<file path="src/rtl/vec_pkg.sv">
// Shared encodings for the strided vector load/store unit.
// Contents: FSM states, SEW codes and the base byte-strobe patterns.
package vec_pkg;

  typedef enum logic [1:0] {
    ST_IDLE  = 2'd0,
    ST_ISSUE = 2'd1,
    ST_WAIT  = 2'd2,
    ST_DONE  = 2'd3
  } lsu_state_t;

  localparam logic [1:0] SEW_8   = 2'b00;
  localparam logic [1:0] SEW_16  = 2'b01;
  localparam logic [1:0] SEW_32  = 2'b10;
  localparam logic [1:0] SEW_BAD = 2'b11;

  localparam logic [3:0] STRB_8  = 4'b0001;
  localparam logic [3:0] STRB_16 = 4'b0011;
  localparam logic [3:0] STRB_32 = 4'b1111;

  function automatic logic [31:0] sew_mask(input logic [1:0] sew);
    case (sew)
      SEW_8:   sew_mask = 32'h0000_00ff;
      SEW_16:  sew_mask = 32'h0000_ffff;
      SEW_32:  sew_mask = 32'hffff_ffff;
      default: sew_mask = 32'h0000_0000;
    endcase
  endfunction

endpackage

</file>
<file path="src/rtl/vec_lane_align.sv">
// Byte-lane placement for one vector element within a 32-bit memory word:
// alignment check, store data/strobe shifting and load extraction.
module vec_lane_align
  import vec_pkg::*;
(
  input  logic [1:0]  sew,
  input  logic [1:0]  addr_lo,
  input  logic [31:0] st_data,
  input  logic [31:0] ld_word,
  output logic        aligned,
  output logic [31:0] wdata,
  output logic [3:0]  wstrb,
  output logic [31:0] ld_elem
);

  logic [31:0] mask;
  logic [3:0]  strb_base;
  logic [4:0]  shamt;

  always_comb begin
    aligned   = 1'b1;
    strb_base = STRB_8;
    case (sew)
      SEW_16: begin
        aligned   = ~addr_lo[0];
        strb_base = STRB_16;
      end
      SEW_32: begin
        aligned   = (addr_lo == 2'b00);
        strb_base = STRB_32;
      end
      SEW_BAD: begin
        aligned   = 1'b0;
        strb_base = 4'b0000;
      end
      default: begin
        aligned   = 1'b1;
        strb_base = STRB_8;
      end
    endcase
  end

  assign mask    = sew_mask(sew);
  assign shamt   = {addr_lo, 3'b000};
  assign wdata   = (st_data & mask) << shamt;
  assign wstrb   = strb_base << addr_lo;
  assign ld_elem = (ld_word >> shamt) & mask;

endmodule

</file>
<file path="src/rtl/vec_strided_lsu.sv">
// Strided vector load/store sequencer: walks vl elements at base + i*stride,
// one memory transaction per aligned element, misaligned ones flagged and skipped.
module vec_strided_lsu
  import vec_pkg::*;
#(
  parameter int IDX_W = 8
) (
  input  logic             clk,
  input  logic             resetn,
  input  logic             cmd_valid,
  output logic             cmd_ready,
  input  logic             cmd_store,
  input  logic [31:0]      cmd_base,
  input  logic [31:0]      cmd_stride,
  input  logic [IDX_W-1:0] cmd_vl,
  input  logic [1:0]       cmd_sew,
  output logic             elem_wr_valid,
  output logic [IDX_W-1:0] elem_wr_idx,
  output logic [31:0]      elem_wr_data,
  output logic [IDX_W-1:0] elem_rd_idx,
  input  logic [31:0]      elem_rd_data,
  output logic             mem_valid,
  input  logic             mem_ready,
  output logic [31:0]      mem_addr,
  output logic [31:0]      mem_wdata,
  output logic [3:0]       mem_wstrb,
  input  logic [31:0]      mem_rdata,
  output logic             done,
  output logic             err
);

  localparam logic [IDX_W-1:0] IDX_ONE = {{(IDX_W-1){1'b0}}, 1'b1};

  lsu_state_t        state;
  logic [IDX_W-1:0]  i_r;
  logic [IDX_W-1:0]  vl_r;
  logic [31:0]       addr_r;
  logic signed [31:0] stride_r;
  logic [1:0]        sew_r;
  logic              store_r;
  logic              err_sticky;

  logic [31:0]       addr_next;
  logic              lane_aligned;
  logic [31:0]       lane_wdata;
  logic [3:0]        lane_wstrb;
  logic [31:0]       lane_ld;

  // Running address is unchanged while in WAIT, so it also selects the load lanes.
  vec_lane_align u_lane (
    .sew     (sew_r),
    .addr_lo (addr_r[1:0]),
    .st_data (elem_rd_data),
    .ld_word (mem_rdata),
    .aligned (lane_aligned),
    .wdata   (lane_wdata),
    .wstrb   (lane_wstrb),
    .ld_elem (lane_ld)
  );

  assign addr_next   = addr_r + $unsigned(stride_r);
  assign cmd_ready   = (state == ST_IDLE);
  assign elem_rd_idx = i_r;

  always_ff @(posedge clk or negedge resetn) begin
    if (!resetn) begin
      state         <= ST_IDLE;
      i_r           <= '0;
      vl_r          <= '0;
      addr_r        <= '0;
      stride_r      <= '0;
      sew_r         <= SEW_8;
      store_r       <= 1'b0;
      err_sticky    <= 1'b0;
      mem_valid     <= 1'b0;
      mem_addr      <= '0;
      mem_wdata     <= '0;
      mem_wstrb     <= '0;
      elem_wr_valid <= 1'b0;
      elem_wr_idx   <= '0;
      elem_wr_data  <= '0;
      done          <= 1'b0;
      err           <= 1'b0;
    end else begin
      elem_wr_valid <= 1'b0;
      done          <= 1'b0;
      err           <= 1'b0;
      case (state)
        ST_IDLE: begin
          if (cmd_valid) begin
            store_r    <= cmd_store;
            sew_r      <= cmd_sew;
            vl_r       <= cmd_vl;
            stride_r   <= cmd_stride;
            addr_r     <= cmd_base;
            i_r        <= '0;
            err_sticky <= 1'b0;
            state      <= ST_ISSUE;
          end
        end
        ST_ISSUE: begin
          if (sew_r == SEW_BAD) begin
            err_sticky <= 1'b1;
            state      <= ST_DONE;
          end else if (i_r == vl_r) begin
            state <= ST_DONE;
          end else if (lane_aligned) begin
            mem_valid <= 1'b1;
            mem_addr  <= addr_r;
            mem_wstrb <= store_r ? lane_wstrb : 4'b0000;
            mem_wdata <= store_r ? lane_wdata : 32'h0;
            state     <= ST_WAIT;
          end else begin
            // Misaligned element: flag it and move on without touching memory.
            err_sticky <= 1'b1;
            i_r        <= i_r + IDX_ONE;
            addr_r     <= addr_next;
          end
        end
        ST_WAIT: begin
          if (mem_ready) begin
            mem_valid <= 1'b0;
            mem_wstrb <= 4'b0000;
            i_r       <= i_r + IDX_ONE;
            addr_r    <= addr_next;
            if (!store_r) begin
              elem_wr_valid <= 1'b1;
              elem_wr_idx   <= i_r;
              elem_wr_data  <= lane_ld;
            end
            state <= ST_ISSUE;
          end
        end
        ST_DONE: begin
          done  <= 1'b1;
          err   <= err_sticky;
          state <= ST_IDLE;
        end
        default: state <= ST_IDLE;
      endcase
    end
  end

endmodule

</file>
<file path="config.mk">
export PLATFORM = sky130hd
export DESIGN_NAME = vec_strided_lsu
export DESIGN_NICKNAME = d
export VERILOG_FILES = /design/src/rtl/vec_pkg.sv /design/src/rtl/vec_lane_align.sv /design/src/rtl/vec_strided_lsu.sv
export SDC_FILE = /design/constraint.sdc
export NUM_CORES = 1
export LEC_CHECK = 0
export ABC_CLOCK_PERIOD_IN_PS = 3800
export CORE_UTILIZATION = 40
export DETAILED_ROUTE_END_ITERATION = 8
export DONT_BUFFER_PORTS = 1
export PLACE_DENSITY = 0.52
export SLEW_MARGIN = 30
export SYNTH_ARGS = -nofsm -noshare
export SYNTH_HDL_FRONTEND = slang
export SYNTH_SLANG_ARGS = --single-unit
</file>
<file path="constraint.sdc">
create_clock -name clk -period 3.8 [get_ports clk]
set_input_delay 0.76 -clock clk [delete_from_list [all_inputs] [get_ports clk]]
set_output_delay 0.76 -clock clk [all_outputs]
set_load 0.01 [all_outputs]
</file>
; Word level (Yosys, flattened, before mapping)
; Index checks and enable logic that the tools add are counted.
[totals]
regBits = 198
latchBits = 0
mem_bits_rw = 0
romBits = 0
in_bits = 143
output_inout_bits = 121
memories = 0
[classes]
n_addsub = 2
multipliers = 0
div = 0
magnitude_cmp = 0
eq_ne = 16
shift = 3
muxes = 43
n_bitwise = 6
n_reduce_logical = 13
[op_table]
columns = op, n
row1 = two-way mux 32 bit, 6
row2 = case mux 32 bit (3 select lines), 2
row3 = AND 32 bit, 2
row4 = two-way mux 8 bit, 5
row5 = adder 32 bit, 1
row6 = << shifter 32 x 5 -> 32 bit, 1
row7 = >> shifter 32 x 5 -> 32 bit, 1
row8 = case mux 8 bit (3 select lines), 1
row9 = two-way mux 4 bit, 5
row10 = two-way mux 1 bit, 13
row11 = != test 2 bit (second input constant), 6
row12 = case mux 4 bit (3 select lines), 1
row13 = two-way mux 2 bit, 5
row14 = adder 8 x 1 -> 8 bit (second input constant), 1
row15 = equality test 2 bit (second input constant), 4
row16 = equality test 8 bit, 1
row17 = case mux 2 bit (4 select lines), 1
row18 = case mux 4 bit (2 select lines), 1
row19 = AND reduction 4 bit, 2
row20 = logical NOT 2 bit, 3
row21 = != test 3 bit (second input constant), 2
row22 = AND reduction 3 bit, 2
row23 = AND reduction 6 bit, 1
row24 = AND reduction 5 bit, 1
row25 = other kinds (9), 15

; Logic depth before layout (Yosys ltp)
; Gate-level depths: netlist (run 1).
[logic_depth]
depth_word = 8
mapped_depth = 11

; Hierarchy
; Synthesis (run 1) repeated with hierarchy kept, for this count alone.
[hier_totals]
cells_unflattened = 1238
area_unflattened_um2 = 11164.5
[by_module_without_submodules]
columns = module, instances, cells_each, area_per_inst_um2, seq_area_each_um2
row1 = vec_strided_lsu, 1, 1049, 9848.2, 4954.8
row2 = vec_lane_align, 1, 189, 1316.3, 0.0

; Worst setup path before layout (run 1)
; OpenSTA, ideal clock, no wires.
[synth_path]
path_type = reg2reg
start = register addr_r[0]
end = register addr_r[26]
arrival_ns = 2.498
t_required_ns = 3.671
slack_ns = 1.172
stages_incl_launch_ff = 11
synth_period_minus_slack_ns = 2.628
path_cell_list = dfrtp_1 ha_1 fa_1 a21o_1 a221oi_2 o31ai_4 a41oi_2 o21a_1 o211ai_1 a311oi_1 a21oi_1
[synth_via]
elab_chain_cells = 5
[synth_lines]
columns = element, line_no
row1 = "start, declared", vec_strided_lsu.sv:37  ; logic [31:0] addr_r;
row2 = "start signal, assigned", vec_strided_lsu.sv:95  ; addr_r <= cmd_base;
row3 = "start signal, assigned", vec_strided_lsu.sv:117  ; addr_r <= addr_next;
row4 = "start signal, assigned", vec_strided_lsu.sv:125  ; addr_r <= addr_next;
row5 = adder 32 bit, vec_strided_lsu.sv:61  ; assign addr_next = addr_r + $unsigned(stride_r);
row6 = two-way mux 32 bit, vec_strided_lsu.sv:107  ; end else if (lane_aligned) begin
row7 = two-way mux 32 bit, vec_strided_lsu.sv:105  ; end else if (i_r == vl_r) begin
row8 = two-way mux 32 bit, vec_strided_lsu.sv:102  ; if (sew_r == SEW_BAD) begin
row9 = case mux 32 bit (3 select lines), vec_strided_lsu.sv:88  ; case (state)
; Parallel ways exist; a longest one is shown, timed or not. The select of a mux whose other input is x is not followed.
; A chain may end at the register's enable or synchronous reset.

; Final worst setup path (run 1)
; Same ends and word-level chain as after synthesis.

==> results of run 1 <==
-- power breakdown --
part	switching (uW)	internal, uW
clock	938	1010
sequential	964	3030
combinational	3900	2720
total	5800	6760
-- final timing paths --
kind | slack (ps) | cells after the start | to
worst max-delay path | 810 | 10 | addr_r[26]
worst min-delay path | 30 | 0 | stride_r[3]
worst max register to register | 810 | 10 | addr_r[26]
worst min register to register | 520 | 2 | mem_addr[29]
max in group asynchronous | 3190 | 1 | mem_addr[13]
min in group clk | 440 | 2 | mem_wdata[4]
-- registers in the layout, summed over array words and instances, names as in the netlist --
register,flops
addr_r,32
done,1
elem_rd_idx,8
elem_wr_data,32
elem_wr_idx,8
elem_wr_valid,1
err,1
err_sticky,1
mem_addr,32
mem_valid,1
mem_wdata,32
mem_wstrb,4
sew_r,2
state,2
store_r,1
stride_r,32
vl_r,8
-- cell usage after synthesis, types with 3 or more instances --
cell,count,share of area
a32oi_1,8,0.0066
a21o_2,3,0.0025
mux2i_1,56,0.053
clkbuf_1,38,0.013
a21oi_1,39,0.018
nor3b_1,5,0.0036
buf_2,10,0.0047
xnor2_1,16,0.013
nor2_1,21,0.0075
nor2b_1,6,0.0036
or2_2,5,0.0030
a32o_1,9,0.0085
xor2_1,16,0.013
a22o_1,16,0.013
mux2_2,45,0.048
o22ai_1,10,0.0059
ha_1,41,0.049
o31ai_1,21,0.015
dfrtp_1,198,0.47
nand4_1,4,0.0024
inv_1,13,0.0046
a211oi_1,5,0.0036
a21o_1,22,0.016
buf_1,10,0.0036
buf_6,3,0.0032
nand2_1,291,0.10
o21bai_1,6,0.0043
a31oi_1,6,0.0036
and2_1,4,0.0024
o211ai_1,5,0.0036
nor3_1,8,0.0038
a21oi_2,3,0.0025
nand3_1,35,0.017
o21ai_0,70,0.033
-- final cells by class --
cell class                      instances  area share
Sequential cell                       198       0.430
Multi-Input combinational cell        819       0.459
Clock buffer                           18      0.0373
Clock inverter                         14      0.0164
Inverter                               14     0.00456
Tap cell                              335      0.0364
Timing Repair Buffer                   19      0.0165
-- cell usage in the layout, fill, tap and decap left out, drive strengths merged, types with 8 or more instances in the layout --
cell,instances
xor2,16
a32oi,8
a21oi,42
mux2,45
mux2i,56
a21o,25
dfrtp,198
clkbuf,18
buf,19
inv,20
ha,41
nand3,35
nor2,21
xnor2,16
a32o,9
o22ai,10
o31ai,22
nor3,8
nand2,291
a22o,16
o21ai,72
-- routing by layer --
layer / vias to the layer above / part of all wire
li1: 3808 / -
met1: 3912 / 0.45
met2: 218 / 0.48
met3: 23 / 0.065
met4: 0 / 0.011
met5: - / 0
-- cells by family (layout without fill, tap and decap cells) --
kind of cell | count (synthesis) | in the layout
and+or+nand+nor | 396 | 396
xor gates and xnor gates | 32 | 32
DFF | 198 | 198
adders and majority gates | 42 | 42
AOI/OAI and AO/OA | 248 | 248
buffers and inverters | 79 | 65
muxes | 101 | 101
-- through the flow --
step                 util  instances
global placement    0.418       1382
CTS                 0.443       1417
detailed placement  0.418       1382
floorplan               -       1096
finish              0.443       1417
global route        0.443       1417
==> impl_metrics.toml, run 1 <==
[logic_synthesis]
synth-simple-area-share = 0.158
post_synth_num_cell_types = 70
synth_xor_area_frac = 0.0265
edff_count_synth = 0
post_synth_top_flop = "dfrtp_1"
synthAdderAreaFrac = 0.0504
main_combinational_cell_family_by_area_after_synthesis = "compound AO/OA/AOI/OAI gates"
postSynth.asyncResetShare = 1.00
synth_cells = 1096
synth_mux_area_frac = 0.101
synth-compound-area-share = 0.162
post_synth_instance_area_mm2 = 0.0106
yosys_warnings = 0
synth.ff_latch_count = 198
syn_nets = 1281
ys_seq_area_frac = 0.469
syn_area_per_cell_um2 = 9.64

[cts]
htree_levels = 4
tritoncts = "done"
cts_resized = 0
post_cts_setup_buffer_count = 0
cts.sinks = 198
cts_buffer_depth = 2
worst_skew_pair.late_latency_ps = 440
clock_slew_seen_by_the_registers_of_the_worst_setup_and_hold_paths_ps = 80
cts_hold_buf = 3
tritoncts.num_buffers = 17
ctsRootBufferMaster = "clkbuf_16"

[layout]
synthToLayoutAreaGrowth_pct = 8.98
ff_latch_area_mm2 = 0.00496
final_nets = 1254
filler_cells_inserted = 2560
multiInputGateArea_mm2 = 0.00528
stdcell_area_mm2 = 0.0115
drive_above_1_share = 0.117
diodes = 0

[drt]
antenna_left = 0
detail_route.vias_per_cell = 5.62
routed_wire_length_per_instance_um = 21.2
vias = 7961
drc = 0
first_iter_violations = 654
route.final.wire_length_mm = 30.0
detail_route.first_pass.iterations = 7

[placed_design]
place.gp.congestion = 0.859
portBuffers = 0
post-place-ws_ps = 866
dp_hpwl_mm = 20.6
postPlaceCellArea_mm2 = 0.0109

[timing]
final-max-slew-violation-count = 0
setup_tns_ps = 0
finalWorstPathRequiredPeriod_ps = 2990
timing.hold.ws_ps = 29.7
hold_violations = 0
finalWorstSetupSlack_ps = 806
final-setup-viol-count = 0
unrepaired_setup_endpoints_after_global_routing = "false"
timing.final.crit_share = 0.788
worst_pin_slew_ps = 873
maxSlewHeadroom = 0.418
max_freq_mhz = 334
clock_skew_ps = 15.8

[setup_path]
cp_delay_by_family_top = "compound AO/OA/AOI/OAI gates"
max_stage_delay_ps = 450
crit_required_ps = 4090
setup.worst_path.start = "addr_r[0]"
cp-start-kind = "flop"
rr_startpoint = "addr_r[0]"
cell_at_the_slowest_stage_of_the_critical_path = "a221oi_2"
critical_path_type = "flop to flop"
crit_path_cell_trace = "ha_1 > fa_1 > a21o_1 > a221oi_2 > o31ai_4 > a41oi_2 > o21a_1 > o211ai_1 > a311oi_1 > a21oi_1"
critPathCaptureType = "flop"
critical_path_arrival_ps = 3290
crit_buf_inv = 0
worst-path-max-fanout = 7

[power_and_ir_drop]
ir_drop_mv = 0.377
power_density_mw_per_mm2 = 1090
final_total_power_uw = 12600
p_leak_uw = 0.00546

[global_routing]
gr-usage-met1 = 0.299
grt_usage = 0.223
maximum_number_of_pins_on_one_net_before_global_route_repair = 131
first_global_vias = 7947
busiest_layer = "met2"
groute.layer.met3.usage = 0.0492
gr-total-overflow = 0
first_pass_grt_wire_length_mm = 46.2
grt_antenna_before_repair = 0
globalRouteMet2Util = 0.364

[floorplanning]
rows = 59
ioPinCount = 264
design.core.area_mm2 = 0.0260
die_area_mm2 = 0.0271
die_x_um = 165
initial_util = 0.407
floorplan.die.height_um = 165

[outcome]
result_of_the_run = "finished clean"

[hold_path]
timing.hold.worst.class = "primary input to async pin"

[flow_run]
drv_cap = 0
Note: power is estimated with default switching activity, not from simulation.
==> inputs of run 2 (changes only) <==
--- a/config.mk
+++ b/config.mk
@@ -5,11 +5,11 @@
 export SDC_FILE = /design/constraint.sdc
 export NUM_CORES = 1
 export LEC_CHECK = 0
-export ABC_CLOCK_PERIOD_IN_PS = 3800
+export ABC_CLOCK_PERIOD_IN_PS = 2700
 export CORE_UTILIZATION = 40
 export DETAILED_ROUTE_END_ITERATION = 8
 export DONT_BUFFER_PORTS = 1
-export PLACE_DENSITY = 0.52
+export PLACE_DENSITY = 0.54
 export SLEW_MARGIN = 30
 export SYNTH_ARGS = -nofsm -noshare
 export SYNTH_HDL_FRONTEND = slang
==> constraint.sdc (replaced) <==
create_clock -name clk -period 2.7 [get_ports clk]
set_input_delay 0.54 -clock clk [delete_from_list [all_inputs] [get_ports clk]]
set_output_delay 0.54 -clock clk [all_outputs]
set_load 0.01 [all_outputs]
==> run 2 against run 1 <==
The flow now finishes with violations (negative hold slack). Critical path type unchanged. Combinational power increased by 50%. Die area stayed put. Largest power group unchanged. First-iteration DRC count shrank 16%. Critical path depth is 1 higher. Clock skew is 2.5 ps higher. Total power is 45% higher. Non-clock buffer count increased by 29.
==> impl_metrics.toml, run 2 (synthesis gave the netlist of run 1 again) <==
[power_and_ir_drop]
p_leak_uw = 0.00561
power_density_mw_per_mm2 = 1550
ir_drop_mv = 0.711

[setup_path]
crit_required_ps = 3060
setup.worst_path.start = "addr_r[0]"
reg2reg_to = "addr_r[24]"
critPathCapture = "addr_r[24]"
critical_path_type = "flop to flop"
critical_path_arrival_ps = 3020
worst-path-max-fanout = 4
r2r_slack_ps = 50
rr_startpoint = "addr_r[0]"
timing.reg2reg.worst_path_depth = 11
cp-start-kind = "flop"
critPathCaptureType = "flop"

[placed_design]
place.gp.congestion = 0.838
portBuffers = 0
post-place-ws_ps = -45.8
dp_hpwl_mm = 20.6

[cts]
tritoncts = "done"
worst_skew_pair.late_latency_ps = 440
clock_slew_seen_by_the_registers_of_the_worst_setup_and_hold_paths_ps = 80
tritoncts.num_buffers = 17
ctsRootBufferMaster = "clkbuf_16"
cts.sinks = 198
cts_buffer_depth = 2
htree_levels = 4

[floorplanning]
die_area_mm2 = 0.0271
rows = 59
design.core.area_mm2 = 0.0260
die_x_um = 165
ioPinCount = 264
initial_util = 0.407
floorplan.die.height_um = 165

[layout]
multiInputGateArea_mm2 = 0.00532
synthToLayoutAreaGrowth_pct = 11.5
drive_above_1_share = 0.149
final_nets = 1283
final_util = 0.454
commonest_non_fill_non_tap_cells_in_the_layout = "nand2_1, dfrtp_1, o21ai_0"
mostFrequentLayoutCell = "nand2_1"
filler_cells_inserted = 2554
ff_latch_area_mm2 = 0.00496

[timing]
worst_pin_slew_ps = 736
finalWorstPathRequiredPeriod_ps = 2650
clock_skew_ps = 18.4
timing.final.crit_share = 0.982
unrepaired_setup_endpoints_after_global_routing = "true"
timing.hold.ws_ps = -200
hold_violations = 198
final-max-slew-violation-count = 0
maxSlewHeadroom = 0.507
finalWorstSetupSlack_ps = 47.7
final-setup-viol-count = 0
max_freq_mhz = 377

[drt]
detail_route.vias_per_cell = 5.56
vias = 8044
routed_wire_length_per_instance_um = 20.1
first_iter_violations = 549
antenna_left = 0
detail_route.first_pass.iterations = 6
route.final.wire_length_mm = 29.1
drc = 0

[global_routing]
maximum_number_of_pins_on_one_net_before_global_route_repair = 199
grt_usage = 0.212
first_global_vias = 7751
gr-total-overflow = 0
grt_antenna_before_repair = 2
first_pass_grt_wire_length_mm = 44.2

[outcome]
result_of_the_run = "finished, violations left"
failed_checks = "negative hold slack"

[flow_run]
drv_cap = 0

[hold_path]
timing.hold.worst.class = "primary input to async pin"
-- run 2: stage by stage --
| stage | total power [uW] | cell area, um2 | setup TNS [ps] | cells |
|---|---|---|---|---|
| 6_report | 18200 | 11800 | 0 | 1447 |
| 5_1_grt | 19700 | 11800 | -237 | 1447 |
| 4_1_cts | 18100 | 11700 | 0 | 1441 |
| 3_5_place_dp | 15300 | 11100 | -119 | 1408 |
| 3_3_place_gp | 15100 | 11100 | -8.46 | 1408 |
| 2_1_floorplan | 12700 | 10600 | 0 | 1096 |
-- run 2: cell type report --
type,count,share of cell area
antenna,1,0.000212
tap,335,0.0356
inverter,14,0.00446
timing repair buffer,48,0.0344
multi-input combinational,819,0.451
sequential,198,0.420
clock inverter,15,0.0174
clock buffer,17,0.0361
-- run 2: worst min path at each step --
stage	from	endpoint	slack (ps)	cells past startpoint
2_1_floorplan	resetn	addr_r[0]	240	0
3_3_place_gp	resetn	mem_wdata[3]	250	0
3_5_place_dp	resetn	mem_wdata[3]	250	0
4_1_cts	resetn	mem_wdata[3]	-220	0
5_1_grt	resetn	mem_wdata[16]	-230	0
6_report	resetn	mem_wdata[3]	-200	0
-- run 2: what timing repair did --
item | CTS | global route
resized for setup | 3 | 15
pin swaps | 6 | 15
endpoints found under the setup margin | 6 | 20
buffers inserted | 1 | 5
endpoints found under the hold margin | 198 | 198
-- run 2: where the power goes --
part | internal (uW) | switching (uW)
clock | 1430 | 1320
combinational | 4260 | 5650
sequential | 4270 | 1310
total | 9960 | 8280
-- run 2: routing by layer --
metal  share of wire  up-vias  global-route usage  wire, um
met5         0.00045        -                   0        13
met1            0.45     3897               0.282     13000
li1                -     3874                   -         -
met2            0.47      240               0.341     13600
met4           0.016        2              0.0617       479
met3           0.069       31              0.0505      2010
-- run 2: critical path, cell delays in order, from the launching register on --
cell	delay, ps
dfrtp_2	430
ha_4	170
fa_2	330
a21o_1	210
a221oi_2	230
buf_4	160
o31ai_4	80
o211ai_1	260
and2_4	190
o211ai_1	100
a31oi_1	240
mux2_4	180
==> inputs of run 3 (changes only) <==
--- a/config.mk
+++ b/config.mk
@@ -9,6 +9,7 @@
 export CORE_UTILIZATION = 40
 export DETAILED_ROUTE_END_ITERATION = 8
 export DONT_BUFFER_PORTS = 1
+export GPL_TIMING_DRIVEN = 0
 export PLACE_DENSITY = 0.54
 export SLEW_MARGIN = 30
 export SYNTH_ARGS = -nofsm -noshare
==> run 3 against run 2 <==
Total power increased by 0.70%. Highest routed layer unchanged. Critical endpoint is now addr_r[31]. The flow still finishes with violations (negative hold slack). Flip-flop and latch count unchanged. Largest cell class unchanged. Final area about the same. Sequential power increased by 0.9%. Sequential share of layout area about the same. Largest power group unchanged. Critical path type unchanged.
==> impl_metrics.toml, run 3 (synthesis gave the netlist of run 1 again) <==
[setup_path]
setup.worst_path.start = "addr_r[18]"
r2r_slack_ps = 30
timing.reg2reg.worst_path_depth = 10
crit_required_ps = 3020
critical_path.most_common_cell = "a21o_1"
max_stage_delay_ps = 430
crit_path_cell_trace = "ha_1 > buf_6 > a21o_1 > a21o_1 > a221oi_4 > o21ai_4 > a2111o_1 > o211ai_2 > mux2i_1 > a21oi_2"
rr_startpoint = "addr_r[18]"
critical_path_depth = 10
worst-path-max-fanout = 8
cp_delay_by_family_top = "compound AO/OA/AOI/OAI gates"
reg2reg_to = "addr_r[31]"
critPathCaptureType = "flop"
cell_at_the_slowest_stage_of_the_critical_path = "dfrtp_1"
critPathCapture = "addr_r[31]"
crit_buf_inv = 1
critical_path_arrival_ps = 2990
critical_path_type = "flop to flop"
cp-start-kind = "flop"

[layout]
drive_above_1_share = 0.130
synthToLayoutAreaGrowth_pct = 11.6
final_nets = 1311
mostFrequentLayoutCell = "nand2_1"
commonest_non_fill_non_tap_cells_in_the_layout = "nand2_1, dfrtp_1, o21ai_0"
finish.cell_count_without_fillers = 1475

[cts]
htree_levels = 4
worst_skew_pair.late_latency_ps = 440
tritoncts = "done"
clock_slew_seen_by_the_registers_of_the_worst_setup_and_hold_paths_ps = 80
cts.sinks = 198
tritoncts.num_buffers = 17
cts_buffer_depth = 2
ctsRootBufferMaster = "clkbuf_16"

[outcome]
result_of_the_run = "finished, violations left"
failed_checks = "negative hold slack"

[global_routing]
grt_antenna_before_repair = 4
grt_usage = 0.228
gr-total-overflow = 0
first_pass_grt_wire_length_mm = 46.5
first_global_vias = 7868
maximum_number_of_pins_on_one_net_before_global_route_repair = 199

[timing]
unrepaired_setup_endpoints_after_global_routing = "true"
maxSlewHeadroom = 0.425
final-max-slew-violation-count = 0
worst_pin_slew_ps = 862
max_freq_mhz = 375
finalWorstPathRequiredPeriod_ps = 2670
timing.hold.ws_ps = -207
final-setup-viol-count = 0
timing.final.crit_share = 0.989
clock_skew_ps = 13.7
hold_violations = 198

[drt]
antenna_left = 0
vias = 8208
detail_route.first_pass.iterations = 5
routed_wire_length_per_instance_um = 21.1
drc = 0
detail_route.vias_per_cell = 5.56
route.final.wire_length_mm = 31.2
first_iter_violations = 541

[floorplanning]
rows = 59
floorplan.die.height_um = 165
initial_util = 0.407
design.core.area_mm2 = 0.0260
die_x_um = 165
ioPinCount = 264
die_area_mm2 = 0.0271

[power_and_ir_drop]
power_density_mw_per_mm2 = 1560
p_leak_uw = 0.00555
ir_drop_mv = 0.571

[placed_design]
dp_hpwl_mm = 23.1
place.detailed.instances = 1431
place.gp.congestion = 0.900
portBuffers = 0

[flow_run]
drv_cap = 0

[hold_path]
timing.hold.worst.class = "primary input to async pin"
[run 3: worst min-delay path by stage]
stage                         to  slack, ps  cells after the start
CTS                 mem_wdata[3]       -220                      0
detailed placement  mem_wdata[3]        250                      0
global placement    mem_wdata[3]        250                      0
floorplan              addr_r[0]        240                      0
global route        mem_wdata[3]       -230                      0
finish              mem_wdata[3]       -210                      0
[run 3: worst register-to-register path: stages (launching register included)]
cell and delay, ps:
dfrtp_1 430, ha_1 320, buf_6 140, a21o_1 160, a21o_1 210, a221oi_4 330, o21ai_4 140, a2111o_1 400
o211ai_2 110, mux2i_1 250, a21oi_2 70
[run 3: layout make-up]
cell class / count / area [um2]
Fill cell: 2571 / 14200
Clock inverter: 15 / 174
Tap cell: 335 / 419
Clock buffer: 17 / 425
Inverter: 14 / 52.6
Multi-Input combinational cell: 819 / 5370
Sequential cell: 198 / 4960
Antenna cell: 1 / 2.50
Buffer: 65 / 308
Timing Repair Buffer: 11 / 82.6
[run 3: timing repair]
action	4_1_cts	5_1_grt
buffers inserted	4	7
pin swaps	9	9
hold endpoints to repair	198	198
endpoints found under the setup margin	55	28
gates resized for setup	9	19
[run 3: metal layers]
metal,global-route usage,up-vias,routed length [um]
met5,0,-,30
li1,-,3922,-
met2,0.371,246,14900
met1,0.303,4011,13600
met4,0.0538,6,289
met3,0.0575,23,2340
[run 3: power by group]
part           switching, uW  internal [uW]  total, uW
Combinational           5960           4170      10100
Clock                   1350           1260       2610
Sequential              1370           4270       5630
[run 3: per-stage QoR]
stage / TNS (ps) / power, uW / util / area [um2] / worst slack, ps
2_1_floorplan: 0 / 12700 / - / 10600 / 72.5
3_3_place_gp: -4880 / 15200 / 0.423 / 11000 / -329
3_5_place_dp: -4770 / 15300 / 0.423 / 11000 / -323
4_1_cts: 0 / 18200 / 0.449 / 11700 / 3.61
5_1_grt: -250 / 19800 / 0.454 / 11800 / -64.3
6_report: 0 / 18400 / 0.454 / 11800 / 30.9
